`src/rtl/ctrl_dispatch_fsm.sv`:
```
// ctrl_dispatch_fsm: top-level command dispatcher.
// Accepts one host command at a time, starts the matching get/put/delete
// sub-FSM, waits for its done (bounded by a timeout) and returns the
// latched result on a valid/ready response channel.
module ctrl_dispatch_fsm #(
  parameter  int TIMEOUT_CYCLES = 16,
  localparam int CNT_W          = $clog2(TIMEOUT_CYCLES + 1)
) (
  input  logic       clk,
  input  logic       rst,
  // host request channel
  input  logic       req_valid,
  output logic       req_ready,
  input  logic [1:0] req_op,
  // sub-FSM control and status
  output logic [2:0] sub_enter,
  output logic [2:0] sub_en,
  input  logic [2:0] sub_done,
  input  logic [2:0] sub_succ,
  input  logic [2:0] sub_rdy,
  // status / response channel
  output logic       busy,
  output logic       resp_valid,
  input  logic       resp_ready,
  output logic       resp_succ,
  output logic       resp_rdy,
  output logic       resp_err,
  output logic [1:0] resp_op
);

  typedef enum logic [1:0] {
    S_IDLE     = 2'd0,
    S_DISPATCH = 2'd1,
    S_WAIT     = 2'd2,
    S_RESP     = 2'd3
  } state_e;

  localparam logic [1:0]       OP_ILLEGAL = 2'd3;
  localparam logic [CNT_W-1:0] CNT_LAST   = CNT_W'(TIMEOUT_CYCLES - 1);

  state_e           state_q, state_d;
  logic [CNT_W-1:0] cnt_q, cnt_d;
  logic [1:0]       op_q, op_d;
  logic             succ_q, succ_d;
  logic             rdy_q, rdy_d;
  logic             err_q, err_d;

  logic [2:0]       op_oh;
  logic             done_sel, succ_sel, rdy_sel;

  // One-hot select of the latched opcode; the illegal opcode selects nothing.
  always_comb begin
    case (op_q)
      2'd0:    op_oh = 3'b001;
      2'd1:    op_oh = 3'b010;
      2'd2:    op_oh = 3'b100;
      default: op_oh = 3'b000;
    endcase
  end

  // Only the active sub-FSM's status bits matter; the rest are masked off.
  assign done_sel = |(sub_done & op_oh);
  assign succ_sel = |(sub_succ & op_oh);
  assign rdy_sel  = |(sub_rdy  & op_oh);

  // State and result registers; reset wins over every other event.
  // NOTE: sequential state uses non-blocking (<=) so every register samples
  // the pre-edge values of the others, independent of statement order.
  always_ff @(posedge clk) begin
    if (rst) begin
      state_q <= S_IDLE;
      cnt_q   <= '0;
      op_q    <= '0;
      succ_q  <= 1'b0;
      rdy_q   <= 1'b0;
      err_q   <= 1'b0;
    end else begin
      state_q <= state_d;
      cnt_q   <= cnt_d;
      op_q    <= op_d;
      succ_q  <= succ_d;
      rdy_q   <= rdy_d;
      err_q   <= err_d;
    end
  end

  // Next-state, result-latch and decoded-output logic.
  // NOTE: every signal gets a default before the case statement, so no path
  // leaves one unassigned and no latch is inferred.
  always_comb begin
    state_d    = state_q;
    cnt_d      = cnt_q;
    op_d       = op_q;
    succ_d     = succ_q;
    rdy_d      = rdy_q;
    err_d      = err_q;
    req_ready  = 1'b0;
    busy       = 1'b1;
    resp_valid = 1'b0;
    sub_enter  = 3'b000;
    sub_en     = 3'b000;

    case (state_q)
      S_IDLE: begin
        req_ready = 1'b1;
        busy      = 1'b0;
        if (req_valid) begin
          op_d = req_op;
          if (req_op == OP_ILLEGAL) begin
            // Illegal opcode is answered directly; no sub-FSM is started.
            succ_d  = 1'b0;
            rdy_d   = 1'b0;
            err_d   = 1'b1;
            state_d = S_RESP;
          end else begin
            state_d = S_DISPATCH;
          end
        end
      end

      S_DISPATCH: begin
        sub_enter = op_oh;
        cnt_d     = '0;
        succ_d    = 1'b0;
        rdy_d     = 1'b0;
        err_d     = 1'b0;
        state_d   = S_WAIT;
      end

      S_WAIT: begin
        sub_en = op_oh;
        if (done_sel) begin
          // Done beats a timeout that would expire in the same cycle.
          succ_d  = succ_sel;
          rdy_d   = rdy_sel;
          err_d   = 1'b0;
          state_d = S_RESP;
        end else if (cnt_q == CNT_LAST) begin
          succ_d  = 1'b0;
          rdy_d   = 1'b0;
          err_d   = 1'b1;
          state_d = S_RESP;
        end else begin
          // Always exits at CNT_LAST, so the counter can never wrap.
          cnt_d = cnt_q + CNT_W'(1);
        end
      end

      S_RESP: begin
        resp_valid = 1'b1;
        if (resp_ready) begin
          state_d = S_IDLE;
        end
      end

      default: begin
        state_d = S_IDLE;
      end
    endcase
  end

  assign resp_succ = succ_q;
  assign resp_rdy  = rdy_q;
  assign resp_err  = err_q;
  assign resp_op   = op_q;

endmodule

```
`config.mk`:
```
export PLATFORM = sky130hd
export DESIGN_NAME = ctrl_dispatch_fsm
export DESIGN_NICKNAME = d
export VERILOG_FILES = /design/src/rtl/ctrl_dispatch_fsm.sv
export SDC_FILE = /design/constraint.sdc
export NUM_CORES = 1
export LEC_CHECK = 0
export ABC_AREA = 1
export BUFFER_PORTS_ARGS = -buffer_cell sky130_fd_sc_hd__buf_2
export CORE_MARGIN = 3
export CORE_UTILIZATION = 45
export DETAILED_ROUTE_END_ITERATION = 8
export GPL_TIMING_DRIVEN = 0
export PLACE_DENSITY = 0.78
export SYNTH_ARGS = -nofsm -noshare
export SYNTH_HDL_FRONTEND = slang
export SYNTH_SLANG_ARGS = --single-unit
```
`constraint.sdc`:
```
create_clock -name clk -period 2.75 [get_ports clk]
set_clock_uncertainty 0.2 [all_clocks]
set_input_delay 0.825 -clock clk [delete_from_list [all_inputs] [get_ports clk]]
set_output_delay 0.825 -clock clk [all_outputs]
set_load 0.02 [all_outputs]
```
# Word level (Yosys, flattened, before mapping)
# Index checks and enable logic that the tools add are counted.
# totals
word_cells	61
inputBits	15
out_inout_bits	14
ff_bits	12
# classes
n_reduce_logical	11
add_sub_neg	1
muxes	27
bitwise_logic	3
n_eq_ne	13
# op_table
cell	n
2-to-1 mux 1 bit	12
2-to-1 mux 2 bit	5
2-to-1 mux 5 bit	2
!= test 2 bit, second input constant	5
one-hot mux 5 bit (2 select lines)	1
AND 3 bit	3
one-hot mux 1 bit (3 select lines)	3
one-hot mux 3 bit (3 select lines)	1
OR reduction 3 bit	3
equality test 2 bit, second input constant	4
one-hot mux 2 bit (4 select lines)	1
2-to-1 mux 3 bit	2
AND reduction 3 bit	2
adder 5 x 1 -> 5 bit, second input constant	1
equality test 5 x 4 -> 1 bit, second input constant	1
equality test 2 x 1 -> 1 bit, second input constant	2
logical NOT 2 bit	2
AND reduction 4 bit	1
!= test 3 bit, second input constant	1
nonzero test 3 bit	1
AND reduction 2 bit	1
nonzero test 2 bit	1

# Logic depth before layout (Yosys ltp)
# depth
depth_word	6
depth_mapped	10
ltp_nobuf	10

# Worst setup path before layout
# Ideal clock, no wire load.
# synth_path
path_kind	reg-to-output
startpoint	reg op_q[1] (netlist: resp_op[1])
endpoint	out sub_en[2]
slack_ps	623
t_arrival_ps	1102
path_buffers	0
stages_incl_launch_ff	5
required_ps	1725
cell_sequence	dfxtp_1 -> inv_2 -> nor2_1 -> inv_1 -> nor2_1
# synth_via
elab_chain_cells	3
elab_cells_between_ends	5
cone_classes	2 x eq/ne; 2 x mux; 1 x reduce/logical
# synth_rtl
element	line_no	rtl
from (decl)	43	logic [1:0] op_q, op_d;
from (signal assigned)	80	op_q <= op_d;
equality test 2 bit, or another cell as far along	53	case (op_q)
one-hot mux 3 bit (3 select lines) *	53	
2-to-1 mux 3 bit *	103	case (state_q)
to (decl)	17	output logic [2:0] sub_en,
# Every way passes the cells marked *; elsewhere a longest branch is shown, timed or not.

# Worst setup path after layout
# layout_path
startpoint	reg state_q[0]
endpoint	out sub_en[1]
# layout_via
elab_chain_cells	2
# layout_rtl
element	line_no	rtl
from (decl)	41	state_e state_q, state_d;
from (signal assigned)	78	state_q <= state_d;
equality test 2 bit	103	
2-to-1 mux 3 bit	103	
# Every way passes these cells.

==> impl_metrics.tcl <==
set metrics [dict create \
    maxCapViolations 0 \
    detail_route.first_pass.iterations 4 \
    hold_path_depth 2 \
    post-cts-setup-buffers 0 \
    critPathLaunchType "register" \
    r2r_cells 8 \
    setup_tns_ns 0 \
    synth_warnings 0 \
    fill_cells 170 \
    netlist_area_sq_um 829.5 \
    power.leakage_nw 0.5405 \
    place_ws_ns 0.5839 \
    critPathCaptureType "primary output" \
    ys_ff_latch 12 \
    route.detailed.drc 0 \
    outcome "completed" \
    critPathKind "register to primary output" \
    grt_pass1_vias 796 \
    core_area_sq_um 1612 \
    detail_route.wl_per_cell_um 10.92 \
    critical_path_required_ns 1.73 \
    hold_path_end "cnt_q[3]" \
    syn_area_per_cell_sq_um 6.532 \
    vias 880 \
    grt_overflow 0 \
    yosysUniqueCellTypes 18 \
    timing.rr.end "cnt_q[4]" \
    finalPower_uw 987.5 \
    cts_buffer_depth 2 \
    htree_num_levels 1 \
    crit_arrival_ns 1.48 \
    synthCells 127 \
    dieWidth_um 48.94 \
    gp_congestion 0.7710 \
    tritoncts "built" \
    start_util_pct 51.48 \
    worstHoldStart "cnt_q[3]" \
    yosysSeqAreaShare_pct 28.96 \
    track_usage_pct 17.19 \
    grt_max_degree 11 \
    floorplan.io_pins 29 \
    dieArea_sq_um 2395 \
    slew_viol_final 0 \
    post-dp-hpwl_um 1550 \
    layout_commonest_cell "nand2_1" \
    worst_pin_slew_ns 0.2452 \
    clk_pin_slew_ns 0.09 \
    wl_um 1999 \
    finalSetupViolCount 0 \
    io_buffers 28 \
    timing.final.ws_setup_ns 0.2448 \
    r2r_slack_ns 0.78 \
    antenna_found_initial 0 \
    layout_common_cells "nand2_1 (29), buf_2 (28), nor2_1 (20)" \
    finalHoldViolCount 0 \
    cp_max_fo 8 \
    rsz0062_at_grt "false" \
    syn-num-nets 150 \
    nets 183 \
    max-vdd-ir-drop_mv 0.6009 \
    slew_headroom_pct 83.51 \
    period_share_pct 91.10 \
    die_height_um 48.94 \
    min_period_ns 2.505 \
    antennaDiodeCount 0 \
    clock-sinks 12 \
    areaGrowthSynthToFinish_pct 24.89 \
    clock_latency_ns 0.28 \
    drive_above_1_share_pct 27.04 \
    initialDrtViolationCount 15 \
    max_freq_mhz 399.2 \
    regArea_sq_um 240.2 \
    vias_per_cell 4.809 \
    grt_pass1_wl_um 3360 \
    numCtsBuffers 3 \
    multi_input_area_sq_um 514.2 \
    root_buffer "clkbuf_4" \
    ant_nets 0 \
    holdBufCountCts 0 \
    cts_resized 0 \
    fp-row-count 14 \
    power_density_nw_per_um2 953.2 \
    rr_startpoint "cnt_q[0]" \
    hold_class "register to register" \
]
## stage by stage
stage / instances / cell area [sq um] / util (%) / hold slack, ns
after global placement: 179 / 999.7 / 62.03 / 0.2531
after detailed placement: 179 / 999.7 / 62.03 / 0.2609
after CTS: 183 / 1036 / 64.29 / 0.2864
after floorplan: 127 / 829.5 / - / 0.2379
final: 183 / 1036 / 64.29 / 0.2917
after global routing: 183 / 1036 / 64.29 / 0.3075
## power by group
| group | switching (mW) | internal (mW) |
|---|---|---|
| registers | 0.0395 | 0.219 |
| clock network | 0.0643 | 0.0805 |
| logic | 0.388 | 0.197 |
## worst max path at each step
stage                          start         to  slack [ns]  cells after the start
after floorplan           resp_op[1]  sub_en[2]        0.62                      4
after global placement    state_q[0]  sub_en[0]        0.60                      5
after detailed placement  state_q[0]  sub_en[1]        0.58                      5
after CTS                 state_q[0]  sub_en[1]        0.25                      5
after global routing      state_q[0]  sub_en[1]        0.13                      5
final                     state_q[0]  sub_en[1]        0.24                      5
## cell type report
cell class	count	share of cell area [%]
clock buffers	4	3.502
inverters	20	7.246
well taps	24	2.899
flip-flops and latches	12	23.19
multi-input cells	95	49.64
repair buffers	28	13.53
## state kept, by name (all words and copies together), names as in the netlist
name,count
resp_op,2
resp_succ,1
resp_err,1
resp_rdy,1
state_q,2
cnt_q,5
## cell usage after synthesis (all sizes together)
cell type | count | share of area (%)
nand3 | 12 | 9.0
ha | 8 | 12
or2 | 2 | 1.5
nand4 | 3 | 3.0
nor2 | 21 | 10
a21boi | 1 | 0.91
dfxtp | 12 | 29
inv | 20 | 9.0
a21oi | 12 | 7.2
nand3b | 1 | 0.91
o21ai | 5 | 3.0
nand2 | 30 | 14
## layer usage
metal	track usage [%]	wire length, um	share of wire, %	vias up
li1	-	-	-	470
met1	20.63	893	45	365
met2	31.45	925	46	43
met3	2.752	164	8.2	2
met4	4.265	14	0.70	0
met5	0	0	0	-
## worst max-delay path, cell delays in order, from the launching register on
cell     delay [ns]
dfxtp_1        0.35
inv_1          0.13
ha_1           0.29
inv_2          0.13
nor2_1         0.12
buf_2          0.17
## logic make-up (layout without fill, tap and decap cells)
family / Yosys count / after routing / share of synthesized area [%]
adders and majority gates: 8 / 8 / 12.07
buffers and inverters: 20 / 52 / 9.050
DFF: 12 / 12 / 28.96
and+or+nand+nor: 69 / 69 / 38.76
AOI/OAI and AO/OA: 18 / 18 / 11.16
No activity file was read; power rests on OpenSTA's default activity.
